`src/rtl/rv32im_wb_arbiter.sv`:
```
// rv32im_wb_arbiter: owns the single register-file write port.
// It merges in-order pipeline writebacks with long-latency DIV/REM results.
// Long-op results are held in a small FIFO and drained into idle writeback slots.
// A starvation guard raises o_stall when the FIFO head has waited too long.
// Busy flags let decode interlock on destinations that are not yet written.

module rv32im_wb_arbiter #(
    parameter int WIDTH      = 32,
    parameter int ADDR_WIDTH = 5,
    parameter int DEPTH      = 2,
    parameter int MAX_WAIT   = 8
) (
    input  logic                  clk,
    input  logic                  rst,
    input  logic                  i_pipe_valid,
    input  logic [ADDR_WIDTH-1:0] i_pipe_rd,
    input  logic [WIDTH-1:0]      i_pipe_data,
    input  logic                  i_lo_valid,
    output logic                  o_lo_ready,
    input  logic [ADDR_WIDTH-1:0] i_lo_rd,
    input  logic [WIDTH-1:0]      i_lo_data,
    output logic                  o_we,
    output logic [ADDR_WIDTH-1:0] o_rd_addr,
    output logic [WIDTH-1:0]      o_rd_data,
    input  logic [ADDR_WIDTH-1:0] i_rs1_addr,
    input  logic [ADDR_WIDTH-1:0] i_rs2_addr,
    output logic                  o_rs1_busy,
    output logic                  o_rs2_busy,
    output logic                  o_stall,
    output logic                  o_err
);

    localparam int PTR_W  = (DEPTH > 1) ? $clog2(DEPTH) : 1;
    localparam int CNT_W  = $clog2(DEPTH + 1);
    localparam int WAIT_W = $clog2(MAX_WAIT + 1);

    logic [ADDR_WIDTH-1:0] fifo_rd   [DEPTH];
    logic [WIDTH-1:0]      fifo_data [DEPTH];
    logic [DEPTH-1:0]      fifo_vld;
    logic [PTR_W-1:0]      wr_ptr;
    logic [PTR_W-1:0]      rd_ptr;
    logic [CNT_W-1:0]      count;
    logic [WAIT_W-1:0]     wait_cnt;

    logic                  empty;
    logic                  full;
    logic                  push;
    logic                  pop;
    logic                  drop;
    logic                  issue_valid;
    logic [ADDR_WIDTH-1:0] issue_rd;
    logic [WIDTH-1:0]      issue_data;
    logic                  rs1_hit;
    logic                  rs2_hit;

    assign empty      = (count == '0);
    assign full       = (count == CNT_W'(DEPTH));
    assign o_lo_ready = !full;
    assign push       = i_lo_valid && !full;
    assign o_stall    = (wait_cnt == WAIT_W'(MAX_WAIT));

    // Pick this cycle's writeback: forced drain, then pipeline, then idle-slot drain.
    always_comb begin
        issue_valid = 1'b0;
        issue_rd    = '0;
        issue_data  = '0;
        pop         = 1'b0;
        drop        = 1'b0;
        if (o_stall) begin
            drop = i_pipe_valid;
            if (!empty) begin
                issue_valid = 1'b1;
                issue_rd    = fifo_rd[rd_ptr];
                issue_data  = fifo_data[rd_ptr];
                pop         = 1'b1;
            end
        end else if (i_pipe_valid) begin
            issue_valid = 1'b1;
            issue_rd    = i_pipe_rd;
            issue_data  = i_pipe_data;
        end else if (!empty) begin
            issue_valid = 1'b1;
            issue_rd    = fifo_rd[rd_ptr];
            issue_data  = fifo_data[rd_ptr];
            pop         = 1'b1;
        end
    end

    // FIFO payload storage; contents are meaningful only where fifo_vld is set.
    always_ff @(posedge clk) begin
        if (push) begin
            fifo_rd[wr_ptr]   <= i_lo_rd;
            fifo_data[wr_ptr] <= i_lo_data;
        end
    end

    // FIFO pointers, occupancy and per-slot valid bits; reset empties the FIFO at once.
    always_ff @(posedge clk or posedge rst) begin
        if (rst) begin
            wr_ptr   <= '0;
            rd_ptr   <= '0;
            count    <= '0;
            fifo_vld <= '0;
        end else begin
            if (push) begin
                wr_ptr           <= wr_ptr + PTR_W'(1);
                fifo_vld[wr_ptr] <= 1'b1;
            end
            if (pop) begin
                rd_ptr           <= rd_ptr + PTR_W'(1);
                fifo_vld[rd_ptr] <= 1'b0;
            end
            case ({push, pop})
                2'b10:   count <= count + CNT_W'(1);
                2'b01:   count <= count - CNT_W'(1);
                default: count <= count;
            endcase
        end
    end

    // Starvation counter: counts cycles the head sits unpopped, saturating at MAX_WAIT.
    always_ff @(posedge clk or posedge rst) begin
        if (rst) begin
            wait_cnt <= '0;
        end else if (empty || pop) begin
            wait_cnt <= '0;
        end else if (wait_cnt != WAIT_W'(MAX_WAIT)) begin
            wait_cnt <= wait_cnt + WAIT_W'(1);
        end
    end

    // Registered write port; writes to x0 are suppressed and leave addr/data unchanged.
    always_ff @(posedge clk or posedge rst) begin
        if (rst) begin
            o_we      <= 1'b0;
            o_rd_addr <= '0;
            o_rd_data <= '0;
        end else if (issue_valid && (issue_rd != '0)) begin
            o_we      <= 1'b1;
            o_rd_addr <= issue_rd;
            o_rd_data <= issue_data;
        end else begin
            o_we      <= 1'b0;
        end
    end

    // Sticky error: a pipeline write arrived while the pipeline was told to stall.
    always_ff @(posedge clk or posedge rst) begin
        if (rst) begin
            o_err <= 1'b0;
        end else if (drop) begin
            o_err <= 1'b1;
        end
    end

    // Busy lookup: a source is busy if a buffered entry or the in-flight write targets it.
    always_comb begin
        rs1_hit = 1'b0;
        rs2_hit = 1'b0;
        for (int i = 0; i < DEPTH; i++) begin
            if (fifo_vld[i] && (fifo_rd[i] == i_rs1_addr)) rs1_hit = 1'b1;
            if (fifo_vld[i] && (fifo_rd[i] == i_rs2_addr)) rs2_hit = 1'b1;
        end
        if (o_we && (o_rd_addr == i_rs1_addr)) rs1_hit = 1'b1;
        if (o_we && (o_rd_addr == i_rs2_addr)) rs2_hit = 1'b1;
        o_rs1_busy = (i_rs1_addr != '0) && rs1_hit;
        o_rs2_busy = (i_rs2_addr != '0) && rs2_hit;
    end

endmodule

```
`config.mk`:
```
export PLATFORM = sky130hd
export DESIGN_NAME = rv32im_wb_arbiter
export DESIGN_NICKNAME = d
export VERILOG_FILES = /design/src/rtl/rv32im_wb_arbiter.sv
export SDC_FILE = /design/constraint.sdc
export NUM_CORES = 1
export LEC_CHECK = 0
export CORE_AREA = 2 2 104 106
export CTS_CLUSTER_DIAMETER = 100
export DETAILED_ROUTE_END_ITERATION = 10
export DIE_AREA = 0 0 106 108
export PLACE_DENSITY = 0.8
export SYNTH_ARGS = -nofsm -noshare
export SYNTH_HDL_FRONTEND = slang
export SYNTH_SLANG_ARGS = --single-unit
```
`constraint.sdc`:
```
create_clock -name clk -period 7.1 [get_ports clk]
set_input_delay 1.42 -clock clk [delete_from_list [all_inputs] [get_ports clk]]
set_output_delay 1.42 -clock clk [all_outputs]
set_load 0.05 [all_outputs]
```
==> results.cfg, run 1 <==
[die]
rows = 37
die-area_sq_um = 11450
coreArea_sq_um = 10230
initial_utilization_pct = 53.10
die_w_um = 106
io_pins = 131
die_y_um = 108

[sta]
setup_viol = 0
hold_slack_ns = 0.4559
fin_skew_ns = 0.01936
hold_viol_final = 0
rsz0062_at_grt = no
fin_crit_sh_pct = 70.53
slew_violations = 0
worst_pin_slew_ns = 1.175
max_freq_mhz = 199.7
tns_ns = 0
finalCriticalPeriod_ns = 5.007
max_slew_margin_pct = 21.45

[clock_tree]
postCtsSetupBuffers = 0
root_buffer = clkbuf_8
clkTransAtPathRegs_ns = 0.06
post_cts_resized = 0
cts_buffers = 17
cts_max_path_buffers = 2
clkSinkCount = 123
h-tree-depth = 4
ctsHoldBuffers = 0
cts_tree = yes
insertion_delay_ns = 0.52

[logic_synthesis]
synth.distinct_cells = 37
synth_seq_cells = 123
synth_flop_cell = edfxtp_1
async_flop_share_pct = 39.84
synthesis.area_sq_um = 5433
synth.avg_cell_area_sq_um = 14.45
syn_inst = 376
synth.largest_area_cell = edfxtp_1
ys_warn_count = 0
synthTopCellsByArea = edfxtp_1 41%, dfrtp_1 23%, a221oi_2 8.3%
ys_seq_area_share_pct = 63.47
synth_nets = 467
yosysMostFrequentCell = edfxtp_1
yosys-top-cells-count = 74 x edfxtp_1, 49 x dfrtp_1, 37 x mux2i_1, 37 x nor2_1, 36 x inv_1
synth_edf_count = 74
synth_top_area_share_pct = 40.90

[global_route]
grt.overflow.total = 0
grt_pass1_vias = 3880
grt_max_degree = 50
antenna_found_initial = 0
grt_pass1_wl_um = 19690
globalRouteTotalUtil_pct = 22.78

[hold_path]
min_from = o_err
min_to = o_err
hp-class = reg2reg
whs_path_depth = 1

[setup_path]
rrSetupSlack_ns = 4.25
crit_fanout = 4
end_kind = output port
cp_common_cell = clkdlybuf4s50_1
slowest_delay_ns = 0.82
r2r_cells = 8
r2r-start = wait_cnt[0]
crit_slowest_cell = clkdlybuf4s50_1
crit_path_cell_trace = clkdlybuf4s50_1 -> xor2_1 -> nor4_1 -> a32oi_1 -> a21oi_1 -> clkdlybuf4s50_1
arrival_ns = 3.59
crit_required_ns = 5.68
cp-start-kind = input pin
r2r_end = o_rd_data[24]
setup.worst_path.class = in2out

[place]
gp_congestion = 0.7726
post-place-cells = 630
dp_hpwl_um = 8117
numPortBuffers = 130

[route]
drt_iter0_drc = 201
route.vias.total = 3556
drc_errors = 0
wl_per_cell_um = 18.61
avgViaCountPerCell = 5.372
drt-total-wl_um = 12320
first_pass_iters = 4
final_antenna_net_count = 0

[flow_run]
maxCapViolCount = 0

[final_layout]
utilization_pct = 72.70
area_growth_pct = 36.92
final_nets = 604
fin_cells = 662
num_antenna_cells = 0
drive_gt1_share_pct = 14.07
final.fill_count = 690

[power_and_ir_drop]
peakVddDrop_mv = 0.2215
p_leak_nw = 2.945
p_per_area_nw_per_um2 = 416.5

[status]
outcome = finished clean
[critical path, delay by kind of cell]
family	cells	cell delay [ns]
buffers and inverters	2	1.32
and+or+nand+nor	1	0.33
AOI/OAI and AO/OA	2	0.32
xor gates and xnor gates	1	0.19
[cells in the final DEF, fill, tap and decap left out, types with 3 or more instances in the layout]
master and instances:
a221o_1 4, ha_1 3, edfxtp_1 74, nand3_1 3
clkinvlp_4 5, clkdlybuf4s50_1 130, bufinv_16 4, dfrtp_1 48
a221oi_2 30, mux2i_1 37, clkbuf_16 16, nor3_1 8
and2_1 3, or4_1 4, nor2_1 36, xnor2_1 10
buf_4 4, xor2_1 27, a21oi_1 3, inv_1 35
nor4_1 8
[per-layer routing]
layer | up-vias | GRT usage [%] | share of wire, %
met1 | 1749 | 28.09 | 41
met3 | 11 | 6.570 | 6.3
li1 | 1672 | - | -
met5 | - | 0 | 0
met2 | 124 | 38.71 | 52
met4 | 0 | 8.083 | 1.0
[sequential cells by signal, indices dropped and copies added (netlist names)]
register,flops
wr_ptr,1
count,2
o_we,1
fifo_rd,10
rd_ptr,1
wait_cnt,4
o_rd_data,32
fifo_vld,2
o_err,1
fifo_data,64
o_rd_addr,5
[power by group]
part           switching (W)  internal [W]  leakage, nW  total, W
registers           0.000154      0.000983         1.26   0.00114
clock network       0.000302      0.000576        0.281  0.000878
logic               0.000666      0.000419         1.40   0.00108
total                0.00112       0.00198         2.95   0.00310
[cells by family (layout without fill, tap and decap cells)]
group                      count (synthesis)  count (layout)  share of synthesized area (%)
AOI/OAI and AO/OA                         49              49                          11.61
buffers and inverters                     53             203                          4.629
and+or+nand+nor                           73              73                          6.610
muxes                                     38              38                          7.024
xor gates and xnor gates                  37              37                          5.965
DFF                                      123             123                          63.47
adders and majority gates                  3               3                         0.6910
[worst max path at each step]
| stage | startpoint | to | depth (start not counted) |
|---|---|---|---|
| CTS | i_rs2_addr[3] | o_rs2_busy | 6 |
| finish | i_rs2_addr[3] | o_rs2_busy | 6 |
| global route | i_rs2_addr[3] | o_rs2_busy | 6 |
| global placement | i_rs1_addr[3] | o_rs1_busy | 6 |
| floorplan | i_rs1_addr[1] | o_rs1_busy | 4 |
| detailed placement | i_rs2_addr[3] | o_rs2_busy | 6 |
[stage by stage]
stage	worst slack [ns]	power, W	area, sq um
finish	2.093	0.003098	7438
global placement	2.229	0.002211	6832
floorplan	2.946	0.001888	5433
detailed placement	2.086	0.002243	6832
global route	1.978	0.003236	7438
CTS	2.085	0.003124	7438
[cell type report]
| type | instances | area (sq um) | area share (%) |
|---|---|---|---|
| Sequential cell | 123 | 3450 | 46.38 |
| Multi-Input combinational cell | 200 | 1742 | 23.41 |
| Timing Repair Buffer | 134 | 1331 | 17.90 |
| Clock buffer | 20 | 435.4 | 5.854 |
| Clock inverter | 12 | 171.4 | 2.304 |
| Tap cell | 136 | 170.2 | 2.288 |
| Inverter | 37 | 138.9 | 1.867 |
Power figures use the tool's default switching activity.
==> run 2, diff against run 1 <==
CORE_AREA = 2 2 108 110   (was 2 2 104 106)
DIE_AREA = 0 0 110 112   (was 0 0 106 108)
PLACE_DENSITY = 0.75   (was 0.8)
clock period = 5.17 ns   (was 7.1 ns; I/O delays follow)
==> run 2 against run 1 <==
Net effect: register-to-register slack got worse by 1.7 ns; final area fell by 0.37%; setup slack got worse by 1.2 ns; clock-buffer cell count rose by 1; clock skew fell by 0.0077 ns; critical endpoint is now o_rs1_busy; largest cell class unchanged; highest routed layer unchanged.
==> results.cfg, run 2 (synthesized netlist as in run 1, its figures left out) <==
[status]
outcome = finished clean

[global_route]
grt_pass1_vias = 3837
grt_max_degree = 50
grt.overflow.total = 0
antenna_found_initial = 0
grt_pass1_wl_um = 19020
globalRouteTotalUtil_pct = 20.61

[sta]
hold_slack_ns = 0.4684
rsz0062_at_grt = no
setup_viol = 0
fin_skew_ns = 0.01168
hold_viol_final = 0
fin_crit_sh_pct = 83.56
slew_violations = 0
finalCriticalPeriod_ns = 4.320
worst_pin_slew_ns = 1.167
max_slew_margin_pct = 22.04
max_freq_mhz = 231.5
tns_ns = 0

[final_layout]
final_nets = 604
area_growth_pct = 36.41
num_antenna_cells = 0
largest_reg_flops = 64
mostFrequentLayoutCells = 130 x clkdlybuf4s50_1, 74 x edfxtp_1, 48 x dfrtp_1
drive_gt1_share_pct = 14.26
regMostFlops = fifo_data
top_regs = fifo_data: 64 flops, o_rd_data: 32 flops, fifo_rd: 10 flops
final_common_cell = clkdlybuf4s50_1

[route]
drc_errors = 0
route.vias.total = 3524
top_layer_used = met4
wl_per_cell_um = 17.77
wl_met3_um = 604
met2_length_um = 6157
drt-total-wl_um = 11890
avgViaCountPerCell = 5.268
final_antenna_net_count = 0
met1_length_um = 4897
drt_iter0_drc = 160
first_pass_iters = 4

[clock_tree]
postCtsSetupBuffers = 0
ctsHoldBuffers = 0
cts_max_path_buffers = 2
insertion_delay_ns = 0.40
cts_tree = yes
cts_buffers = 17
clkTransAtPathRegs_ns = 0.05
h-tree-depth = 4
root_buffer = clkbuf_16
post_cts_resized = 0
clkSinkCount = 123

[setup_path]
crit_start = i_rs1_addr[4]
arrival_ns = 3.29
rrSetupSlack_ns = 2.56
crit_end = o_rs1_busy
crit_required_ns = 4.14
r2r_end = o_rd_data[8]
crit_fanout = 4
end_kind = output port
setup.worst_path.class = in2out
cp-start-kind = input pin
r2r_cells = 5
r2r-start = fifo_rd[0][2]

[die]
io_pins = 131
die-area_sq_um = 12320
rows = 39
die_w_um = 110
die_y_um = 112
coreArea_sq_um = 11170
initial_utilization_pct = 48.62

[place]
dp_hpwl_um = 7782
numPortBuffers = 130
gp_congestion = 0.7986

[hold_path]
min_from = o_err
hp-class = reg2reg

[power_and_ir_drop]
peakVddDrop_mv = 0.3386
p_leak_nw = 2.934
p_per_area_nw_per_um2 = 559.0

[flow_run]
maxCapViolCount = 0
[run 2: changes by cell type in the layout (fill, tap and decap cells not counted)]
cell,previous run,this run
clkinvlp_4,5,4
clkinv_1,1,0
clkinv_4,0,2
clkbuf_16,16,17
bufinv_16,4,1
buf_12,0,1
buf_4,4,3
clkinv_2,2,4
[run 2: how the worst min path moves through the flow]
stage	depth (start not counted)	to
5_1_grt	1	o_err
6_report	1	o_err
4_1_cts	1	o_err
3_5_place_dp	1	o_err
3_3_place_gp	1	o_err
2_1_floorplan	1	wr_ptr
[run 2: critical path: stages]
cell and delay, ns:
clkdlybuf4s50_1 0.50, xor2_1 0.21, nor4_1 0.36, a32oi_1 0.16, a21oi_1 0.17, clkdlybuf4s50_1 0.84
[run 2: power breakdown]
group          internal [W]  total [W]  switching, W
Combinational      0.000580    0.00153      0.000949
Clock              0.000683    0.00109      0.000404
Sequential          0.00135    0.00153      0.000178
Total               0.00261    0.00414       0.00153
[run 2: area by class of cell]
type / instances / area (sq um)
Timing Repair Buffer: 134 / 1344
Sequential cell: 123 / 3450
Multi-Input combinational cell: 200 / 1742
Fill cell: 843 / 3764
Tap cell: 143 / 178.9
Clock buffer: 21 / 460.4
Inverter: 37 / 138.9
Clock inverter: 11 / 97.59
[run 2: per-stage QoR]
stage	instance area (sq um)	worst slack [ns]	utilization, %	std cells	total power [W]
6_report	7411	0.8497	66.32	669	0.004143
5_1_grt	7411	0.7817	66.32	669	0.004333
4_1_cts	7411	0.8380	66.32	669	0.004184
3_5_place_dp	6853	0.8478	61.33	637	0.003084
3_3_place_gp	6853	1.037	61.33	637	0.003044
2_1_floorplan	5433	1.788	-	376	0.002593
[run 2: per-layer routing]
metal  vias to the layer above  GRT usage, %
li1                       1669             -
met1                      1734         24.62
met2                       104         35.05
met3                        17         4.508
met4                         0         9.536
met5                         -             0
==> run 3, diff against run 2 <==
CORE_AREA = 2 2 113 115   (was 2 2 108 110)
DIE_AREA = 0 0 115 117   (was 0 0 110 112)
PLACE_DENSITY = 0.72   (was 0.75)
clock period = 3.68 ns   (was 5.17 ns; I/O delays follow)
==> run 3 against run 2 <==
Net effect: wire length rose by 3.8%; clock-buffer cell count fell by 1; combinational power rose by 42%; critical path depth did not move; register-to-register slack got worse by 1.2 ns; largest cell class unchanged; non-clock buffer count rose by 6; clock power rose by 51%; via count rose by 1.7%.
==> results.cfg, run 3 (synthesized netlist as in run 1, its figures left out) <==
[setup_path]
end_kind = output port
r2r_cells = 5
r2r-start = fifo_rd[0][2]
arrival_ns = 2.27
r2r_end = o_rd_data[25]
rrSetupSlack_ns = 1.37
cp-start-kind = input pin
setup.worst_path.class = in2out
crit_fanout = 4
crit_required_ns = 2.94

[final_layout]
final_common_cell = clkdlybuf4s50_1
drive_gt1_share_pct = 15.23
num_antenna_cells = 0
mostFrequentLayoutCells = 128 x clkdlybuf4s50_1, 74 x edfxtp_1, 48 x dfrtp_1
final_nets = 610
area_growth_pct = 37.95
final.fill_count = 974
layout.area.seq_sq_um = 3450
largest_reg_flops = 64
multiInputGateArea_sq_um = 1742
top_regs = fifo_data: 64 flops, o_rd_data: 32 flops, fifo_rd: 10 flops
regMostFlops = fifo_data

[place]
pre_cts_slack_ns = 0.6831
numPortBuffers = 130
dp_hpwl_um = 8372
gp_congestion = 0.7775

[die]
rows = 41
coreArea_sq_um = 12310
die_w_um = 115
die_y_um = 117
io_pins = 131
initial_utilization_pct = 44.13
die-area_sq_um = 13460

[clock_tree]
postCtsSetupBuffers = 0
h-tree-depth = 4
post_cts_resized = 0
ctsHoldBuffers = 0
clkSinkCount = 123
root_buffer = clkbuf_16
cts_max_path_buffers = 2
cts_buffers = 17
insertion_delay_ns = 0.40
cts_tree = yes
clkTransAtPathRegs_ns = 0.05

[power_and_ir_drop]
p_total_w = 0.005971
p_seq_share_pct = 35.9
p_clk_share_pct = 27.6
peakVddDrop_mv = 0.4278
switchingPower_w = 0.002165
power.internal_w = 0.003806
sw_frac_of_total_pct = 36.26
p_comb_share_pct = 36.5
p_per_area_nw_per_um2 = 796.6
p_leak_nw = 2.980

[route]
drt_iter0_drc = 153
route.vias.total = 3585
drc_errors = 0
drt-total-wl_um = 12340
avgViaCountPerCell = 5.257
wl_per_cell_um = 18.09
first_pass_iters = 5
final_antenna_net_count = 0

[sta]
worst_pin_slew_ns = 0.6901
fin_ws_ns = 0.6733
slew_violations = 0
hold_viol_final = 0
tns_ns = 0
fin_crit_sh_pct = 81.71
finalCriticalPeriod_ns = 3.007
rsz0062_at_grt = no
max_slew_margin_pct = 53.82
max_freq_mhz = 332.6
setup_viol = 0
fin_skew_ns = 0.007420

[hold_path]
whs_path_depth = 1
min_from = o_err
min_to = o_err
hp-class = reg2reg

[global_route]
grt.overflow.total = 0
antenna_found_initial = 0
grt_pass1_vias = 3748
grt_pass1_wl_um = 19130
globalRouteTotalUtil_pct = 19.09
grt_max_degree = 36

[status]
outcome = finished clean

[flow_run]
maxCapViolCount = 0
[run 3: worst max path at each step]
stage                       start          end  slack, ns  cells past startpoint
finish              i_rs1_addr[1]   o_rs1_busy       0.67                      6
global route        i_rs1_addr[1]   o_rs1_busy       0.54                      6
CTS                 i_rs1_addr[1]   o_rs1_busy       0.67                      6
detailed placement  i_rs1_addr[1]   o_rs1_busy       0.68                      6
global placement    i_rs1_addr[3]   o_rs1_busy       0.76                      6
floorplan                count[0]  fifo_vld[0]       0.56                      4
[run 3: worst max-delay path, stage by stage]
cell and delay [ns]:
clkdlybuf4s50_1 0.51, xor2_1 0.19, nor4_1 0.33, nand3_1 0.14, a21oi_1 0.16, buf_4 0.21
[run 3: metrics by stage]
step / std cells / utilization (%) / instance area (sq um) / hold WS, ns
CTS: 682 / 60.87 / 7495 / 0.4686
global placement: 650 / 56.06 / 6902 / 0.4448
floorplan: 376 / - / 5433 / 0.4608
global route: 682 / 60.87 / 7495 / 0.4713
detailed placement: 650 / 56.06 / 6902 / 0.4562
finish: 682 / 60.87 / 7495 / 0.4598
[run 3: power groups by stage]
stage	registers, W	clock network [W]	logic, W
2_1_floorplan	0.00264	0	0.00100
3_3_place_gp	0.00216	0	0.00216
3_5_place_dp	0.00216	0	0.00220
4_1_cts	0.00214	0.00168	0.00221
5_1_grt	0.00219	0.00174	0.00231
6_report	0.00215	0.00165	0.00218
[run 3: per-layer routing]
| layer | up-vias | global-route usage [%] | share of wire [%] |
|---|---|---|---|
| met5 | - | 0 | 0 |
| met4 | 0 | 6.747 | 1.6 |
| met3 | 18 | 5.201 | 4.1 |
| met2 | 106 | 31.88 | 51 |
| met1 | 1779 | 24.17 | 43 |
| li1 | 1682 | - | - |
[run 3: area by class of cell]
cell class | count | area share [%]
multi-input cells | 200 | 23.24
well taps | 150 | 2.504
clock inverters | 12 | 1.953
repair buffers | 140 | 18.46
flip-flops and latches | 123 | 46.03
clock buffers | 20 | 5.960
inverters | 37 | 1.853
